## config.mk

```make
export PLATFORM = sky130hd
export DESIGN_NAME = ldpc_iter_ctrl
export DESIGN_NICKNAME = d
export VERILOG_FILES = /design/src/rtl/ldpc_ctrl_pkg.sv /design/src/rtl/ldpc_iter_ctrl_phase_cnt.sv /design/src/rtl/ldpc_iter_ctrl.sv
export SDC_FILE = /design/constraint.sdc
export NUM_CORES = 1
export LEC_CHECK = 0
export ABC_AREA = 1
export BUFFER_PORTS_ARGS = -buffer_cell sky130_fd_sc_hd__clkbuf_2
export CAP_MARGIN = 0
export CORE_MARGIN = 3
export CORE_UTILIZATION = 35
export CTS_CLUSTER_DIAMETER = 40
export DETAILED_ROUTE_END_ITERATION = 16
export PLACE_DENSITY_LB_ADDON = 0.05
export SETUP_SLACK_MARGIN = 0.1
export SYNTH_ARGS = -nofsm -noshare
export SYNTH_HDL_FRONTEND = slang
export SYNTH_SLANG_ARGS = --single-unit
```

## constraint.sdc

```tcl
create_clock -name clk -period 3.7 [get_ports clk]
set_input_delay 0.37 -clock clk [delete_from_list [all_inputs] [get_ports clk]]
set_output_delay 0.37 -clock clk [all_outputs]
set_load 0.02 [all_outputs]
```

## src/rtl/ldpc_ctrl_pkg.sv

```systemverilog
// Shared definitions for the LDPC iteration sequencer: phase bus encodings,
// code-rate encodings, default pass geometry and the internal state type.
package ldpc_ctrl_pkg;

  // One-hot phase codes driven on the shared fsm bus
  localparam logic [3:0] FSM_IDLE = 4'b0000;
  localparam logic [3:0] FSM_LOAD = 4'b0001;
  localparam logic [3:0] FSM_VAR  = 4'b0010;
  localparam logic [3:0] FSM_CHK  = 4'b0100;
  localparam logic [3:0] FSM_OUT  = 4'b1000;

  // Code rate encodings on rate_in / rate
  localparam logic RATE_1_2 = 1'b0;
  localparam logic RATE_3_4 = 1'b1;

  // Default pass geometry
  localparam int DEF_CHK_ROWS_R0 = 18;
  localparam int DEF_CHK_ROWS_R1 = 9;
  localparam int DEF_VAR_LEN     = 256;
  localparam int DEF_IT_WID      = 6;

  typedef enum logic [2:0] {
    ST_IDLE,
    ST_LOAD,
    ST_CHK,
    ST_VAR,
    ST_OUT
  } state_t;

  // Map the internal state onto the one-hot phase bus
  function automatic logic [3:0] fsm_code(input state_t s);
    case (s)
      ST_LOAD: fsm_code = FSM_LOAD;
      ST_CHK:  fsm_code = FSM_CHK;
      ST_VAR:  fsm_code = FSM_VAR;
      ST_OUT:  fsm_code = FSM_OUT;
      default: fsm_code = FSM_IDLE;
    endcase
  endfunction

endpackage

```

## src/rtl/ldpc_iter_ctrl_phase_cnt.sv

```systemverilog
// ldpc_phase_cnt: loadable down-counter with a terminal-count flag.
// Loaded with (phase length - 1) on phase entry; tc is high on the last
// cycle of the phase. The count parks at zero rather than wrapping.
module ldpc_phase_cnt #(
  parameter int W = 8
) (
  input  logic         clk,
  input  logic         reset,
  input  logic         load,
  input  logic [W-1:0] load_val,
  input  logic         en,
  output logic         tc
);

  logic [W-1:0] cnt;

  // Load has priority over counting; stop at zero
  always_ff @(posedge clk) begin
    if (reset) begin
      cnt <= '0;
    end else if (load) begin
      cnt <= load_val;
    end else if (en && (cnt != '0)) begin
      cnt <= cnt - 1'b1;
    end
  end

  assign tc = (cnt == '0);

endmodule

```

## src/rtl/ldpc_iter_ctrl.sv

```systemverilog
// ldpc_iter_ctrl: iteration sequencer for the LDPC decoder core.
// Steps LOAD -> (CHK -> VAR) x N -> OUT and drives the shared fsm/cycle/rate
// bus. Optional macro LDPC_EARLY_STOP_EN: when defined, syndrome_ok on the
// last VAR cycle ends the frame early.
module ldpc_iter_ctrl
  import ldpc_ctrl_pkg::*;
#(
  parameter int CHK_ROWS_R0 = DEF_CHK_ROWS_R0,
  parameter int CHK_ROWS_R1 = DEF_CHK_ROWS_R1,
  parameter int VAR_LEN     = DEF_VAR_LEN,
  parameter int IT_WID      = DEF_IT_WID
) (
  input  logic              clk,
  input  logic              reset,
  input  logic              start,
  input  logic              rate_in,
  input  logic [IT_WID-1:0] max_iter,
  input  logic              load_done,
  input  logic              out_done,
  input  logic              syndrome_ok,
  output logic [3:0]        fsm,
  output logic [1:0]        cycle,
  output logic              rate,
  output logic              busy,
  output logic              dec_done,
  output logic [IT_WID-1:0] iter_used,
  output logic              conv
);

  localparam int CHK_MAX = ((CHK_ROWS_R0 > CHK_ROWS_R1) ? CHK_ROWS_R0 : CHK_ROWS_R1) * 4;
  localparam int CHK_W   = (CHK_MAX > 1) ? $clog2(CHK_MAX) : 1;
  localparam int VAR_W   = (VAR_LEN > 1) ? $clog2(VAR_LEN) : 1;

  // Saturating iteration increment
  function automatic logic [IT_WID-1:0] sat_inc(input logic [IT_WID-1:0] v);
    sat_inc = (v == {IT_WID{1'b1}}) ? v : v + 1'b1;
  endfunction

  state_t            state, state_nxt;
  logic [IT_WID-1:0] max_iter_q;
  logic [IT_WID-1:0] iter_inc;
  logic [CHK_W-1:0]  chk_len_m1;
  logic              start_acc;
  logic              chk_load, chk_en, chk_tc;
  logic              var_load, var_en, var_tc;
  logic              last_var;

  // A start coinciding with the completion pulse belongs to the old frame
  assign start_acc = (state == ST_IDLE) && start && !dec_done;
  assign iter_inc  = sat_inc(iter_used);
  assign last_var  = (state == ST_VAR) && var_tc;

  // CHK length follows the rate latched for this frame
  assign chk_len_m1 = (rate == RATE_3_4) ? CHK_W'(CHK_ROWS_R1 * 4 - 1)
                                         : CHK_W'(CHK_ROWS_R0 * 4 - 1);

  assign chk_load = (state_nxt == ST_CHK) && (state != ST_CHK);
  assign chk_en   = (state == ST_CHK);
  assign var_load = (state_nxt == ST_VAR) && (state != ST_VAR);
  assign var_en   = (state == ST_VAR);

  // CHK phase: rows*4 cycles, row/cycle position implied by the count
  ldpc_phase_cnt #(.W(CHK_W)) u_chk_cnt (
    .clk      (clk),
    .reset    (reset),
    .load     (chk_load),
    .load_val (chk_len_m1),
    .en       (chk_en),
    .tc       (chk_tc)
  );

  // VAR phase: VAR_LEN cycles
  ldpc_phase_cnt #(.W(VAR_W)) u_var_cnt (
    .clk      (clk),
    .reset    (reset),
    .load     (var_load),
    .load_val (VAR_W'(VAR_LEN - 1)),
    .en       (var_en),
    .tc       (var_tc)
  );

  // State register
  always_ff @(posedge clk) begin
    if (reset) begin
      state <= ST_IDLE;
    end else begin
      state <= state_nxt;
    end
  end

  // Next-state decode
  always_comb begin
    state_nxt = state;
    case (state)
      ST_IDLE: if (start_acc) state_nxt = ST_LOAD;
      ST_LOAD: if (load_done) state_nxt = ST_CHK;
      ST_CHK:  if (chk_tc)    state_nxt = ST_VAR;
      ST_VAR: begin
        if (var_tc) begin
`ifdef LDPC_EARLY_STOP_EN
          if ((iter_inc == max_iter_q) || syndrome_ok) state_nxt = ST_OUT;
          else                                          state_nxt = ST_CHK;
`else
          if (iter_inc == max_iter_q) state_nxt = ST_OUT;
          else                        state_nxt = ST_CHK;
`endif
        end
      end
      ST_OUT:  if (out_done)  state_nxt = ST_IDLE;
      default: state_nxt = ST_IDLE;
    endcase
  end

  // Registered phase bus, busy flag, sub-cycle and completion pulse
  always_ff @(posedge clk) begin
    if (reset) begin
      fsm      <= FSM_IDLE;
      busy     <= 1'b0;
      cycle    <= 2'd0;
      dec_done <= 1'b0;
    end else begin
      fsm      <= fsm_code(state_nxt);
      busy     <= (state_nxt != ST_IDLE);
      cycle    <= ((state == ST_CHK) && (state_nxt == ST_CHK)) ? cycle + 2'd1 : 2'd0;
      dec_done <= (state == ST_OUT) && out_done;
    end
  end

  // Frame parameters, iteration count and convergence flag
  always_ff @(posedge clk) begin
    if (reset) begin
      rate       <= RATE_1_2;
      max_iter_q <= '0;
      iter_used  <= '0;
      conv       <= 1'b0;
    end else if (start_acc) begin
      rate       <= rate_in;
      max_iter_q <= (max_iter == '0) ? IT_WID'(1) : max_iter;
      iter_used  <= '0;
      conv       <= 1'b0;
    end else if (last_var) begin
      iter_used  <= iter_inc;
      conv       <= syndrome_ok;
    end
  end

endmodule

```

==> impl_results.md <==
* Final Util at 0.419
* Routed vias/inst at 4.77
* Final ANT Viol Nets at 0
* DR pass1 iterations at 4
* Initial Utilization at 0.365
* Share of layout cells above drive strength 1 at 0.183
* Clk slew on worst S/H paths at 80 ps
* Top Ports at 29
* Clock root buffer master: clkbuf_8
* Yosys cell types at 37
* Least-Margin Pin Slew at 724 ps
* Max clock buf depth at 2
* Global-route wire length before repair at 7400 um
* Slew Limit Fails at 0
* Syn Std Cell Area at 2030 um2
* Die Wd at 82.2 um
* Cell Rows at 27
* Setup TNS at 0 ps
* Crit share post-route at 0.583
* Max Fclk at 463 MHz
* H-tree Lvls at 2
* Cell area power density at 530 nW/um2
* VDD IR max at 0.340 mV
* Grt total ovfl at 0
* Post_cts resized at 0
* Area growth syn-to-layout at 14.9%
* Worst EP arrival at 2370 ps
* 1st-iter DRT viols at 68
* Post-Route WL at 4540 um
* Setup bufs post-CTS at 0
* RSZ-0062 raised after global routing: no
* Clk pwr share at 0.253
* Largest net degree at the start of global routing at 23
* Fraction of power consumed by sequential logic at 0.430
* Leak Pwr at 1.07 nW
* Top cell type's share of synthesized area at 0.394
* Switching Fraction at 0.356
* Gr usage total at 0.145
* Synth area leader: dfxtp_1
* GPL Wtd Cong at 0.844
* Hold Path Class: input port to register
* Max-cap viol count at 0
* Mean Syn Cell Area at 7.37 um2
* Die Y at 82.2 um
* Hpwl dp at 3400 um
* Die area at 6760 um2
* Kind of critical path: register to register
* Wire length per cell at 12.0 um
* Syn_nets at 292
* CORE AREA at 5570 um2
* # clock sinks at 40
* P_sw at 442 uW
* Worst rel slew slack at 0.514
* Vias in the first global route at 1552
* Total clock buffers created by CTS at 5
* Internal power at 798 uW
* Main flop type after synthesis: dfxtp_1
* CP max FO at 11
* Mapped Cells at 276
* Skew-Pair Late Insertion Delay at 290 ps
* WP data required at 3920 ps
* Cell with the most instances after synthesis: nand2_1
* Top cells by area, synth: dfxtp_1 39%, nand2_1 8.9%, inv_1 7.6%, o21ai_0 5.7%, a21oi_1 5.2%
* Status: finished clean
* Ys Warns at 0
* Via count at 1803
* Synth top cells by count: 48 x nand2_1, 41 x inv_1, 40 x dfxtp_1, 27 x nor2_1, 23 x o21ai_0
* # diodes at 0
* Seq/Total Area, Yosys at 0.394
* Initial antenna violation count at 0
* Comb pwr share at 0.316
* Register bit count reported by yosys at 40
* Fin. Hold Viols at 0
* Final setup vio count at 0
* DRC viols at 0
* Post-synth EDFFs at 0
* Net count, final at 322
* Hold-fix buffers at CTS at 0
* Startpoint Class: register
* Post-synth ARST share at 0
* CTS tree: yes
* Layout Skew at 8.56 ps
* Port bufs at 28
* Fin crit period at 2160 ps
* Nature of the critical path endpoint: register
==> path summary, 6_finish.rpt <==
kind / startpoint / endpoint / slack (ps) / cells after the start
worst min register to register: cycle[0] / cycle[0] / 470 / 1
worst min-delay path: max_iter[2] / max_iter_q[2] / 320 / 3
worst max register to register: u_var_cnt.cnt[0] / busy / 1540 / 8
worst max-delay path: u_var_cnt.cnt[0] / busy / 1540 / 8
==> layout by cell type, fill, tap and decap left out, types with 5 or more instances in the layout <==
cell type  Yosys  routed
nor2_1        27      27
clkbuf_2       0      28
nand3_1       12      12
nand2_1       48      48
a21oi_1       21      21
clkbuf_8       0       7
xor2_1         5       5
dfxtp_1       40      40
o21ai_0       23      23
nor3_1         6       6
inv_1         41      41
a31oi_1        6       6
==> area by class of cell <==
type                    count  area [um2]
clock buffers               7        96.3
fillers                   618        3240
inverters                  43         163
multi-input cells         188        1050
flip-flops and latches     40         801
well taps                  72        90.1
repair buffers             28         140
==> registers in the layout (all words and copies together) (netlist names), 2 cells and up <==
name,flops
cycle,2
fsm,4
iter_used,6
max_iter_q,6
state,3
u_chk_cnt.cnt,7
u_var_cnt.cnt,8
==> through the flow <==
| stage | total power, mW | hold slack, ps | setup WS [ps] | std cells | instance area, um2 |
|---|---|---|---|---|---|
| 5_1_grt | 1.34 | 318 | 1290 | 378 | 2340 |
| 4_1_cts | 1.25 | 309 | 1520 | 378 | 2340 |
| 3_3_place_gp | 0.940 | 467 | 1500 | 371 | 2240 |
| 2_1_floorplan | 0.852 | 444 | 1690 | 276 | 2030 |
| 6_report | 1.24 | 316 | 1540 | 378 | 2340 |
| 3_5_place_dp | 0.937 | 464 | 1540 | 371 | 2240 |
==> routing by layer <==
layer / routed length [um] / track usage
met5: 0 / 0
met4: 51 / 0.0548
met3: 206 / 0.0336
met2: 1800 / 0.198
met1: 2480 / 0.215
==> power groups by stage <==
| stage | Sequential, mW | Combinational (mW) | Clock (mW) |
|---|---|---|---|
| finish | 0.533 | 0.392 | 0.314 |
| detailed placement | 0.543 | 0.394 | 0 |
| global route | 0.541 | 0.448 | 0.346 |
| floorplan | 0.548 | 0.304 | 0 |
| CTS | 0.533 | 0.396 | 0.323 |
| global placement | 0.544 | 0.396 | 0 |
==> worst max-delay path, stage by stage (launching register included) <==
cell and delay, ps:
dfxtp_1 320, inv_1 100, ha_1 200, nand4_1 220
nor4_4 600, inv_2 150, o22ai_1 150, o21ai_0 170
a21oi_1 150
==> kinds of logic after synthesis <==
group | Yosys count | synth area share
AOI/OAI and AO/OA | 56 | 0.149
and+or+nand+nor | 120 | 0.309
adders and majority gates | 3 | 0.0185
xor gates and xnor gates | 9 | 0.0387
buffers and inverters | 48 | 0.0916
DFF | 40 | 0.394
Note: power is estimated with default switching activity, not from simulation.
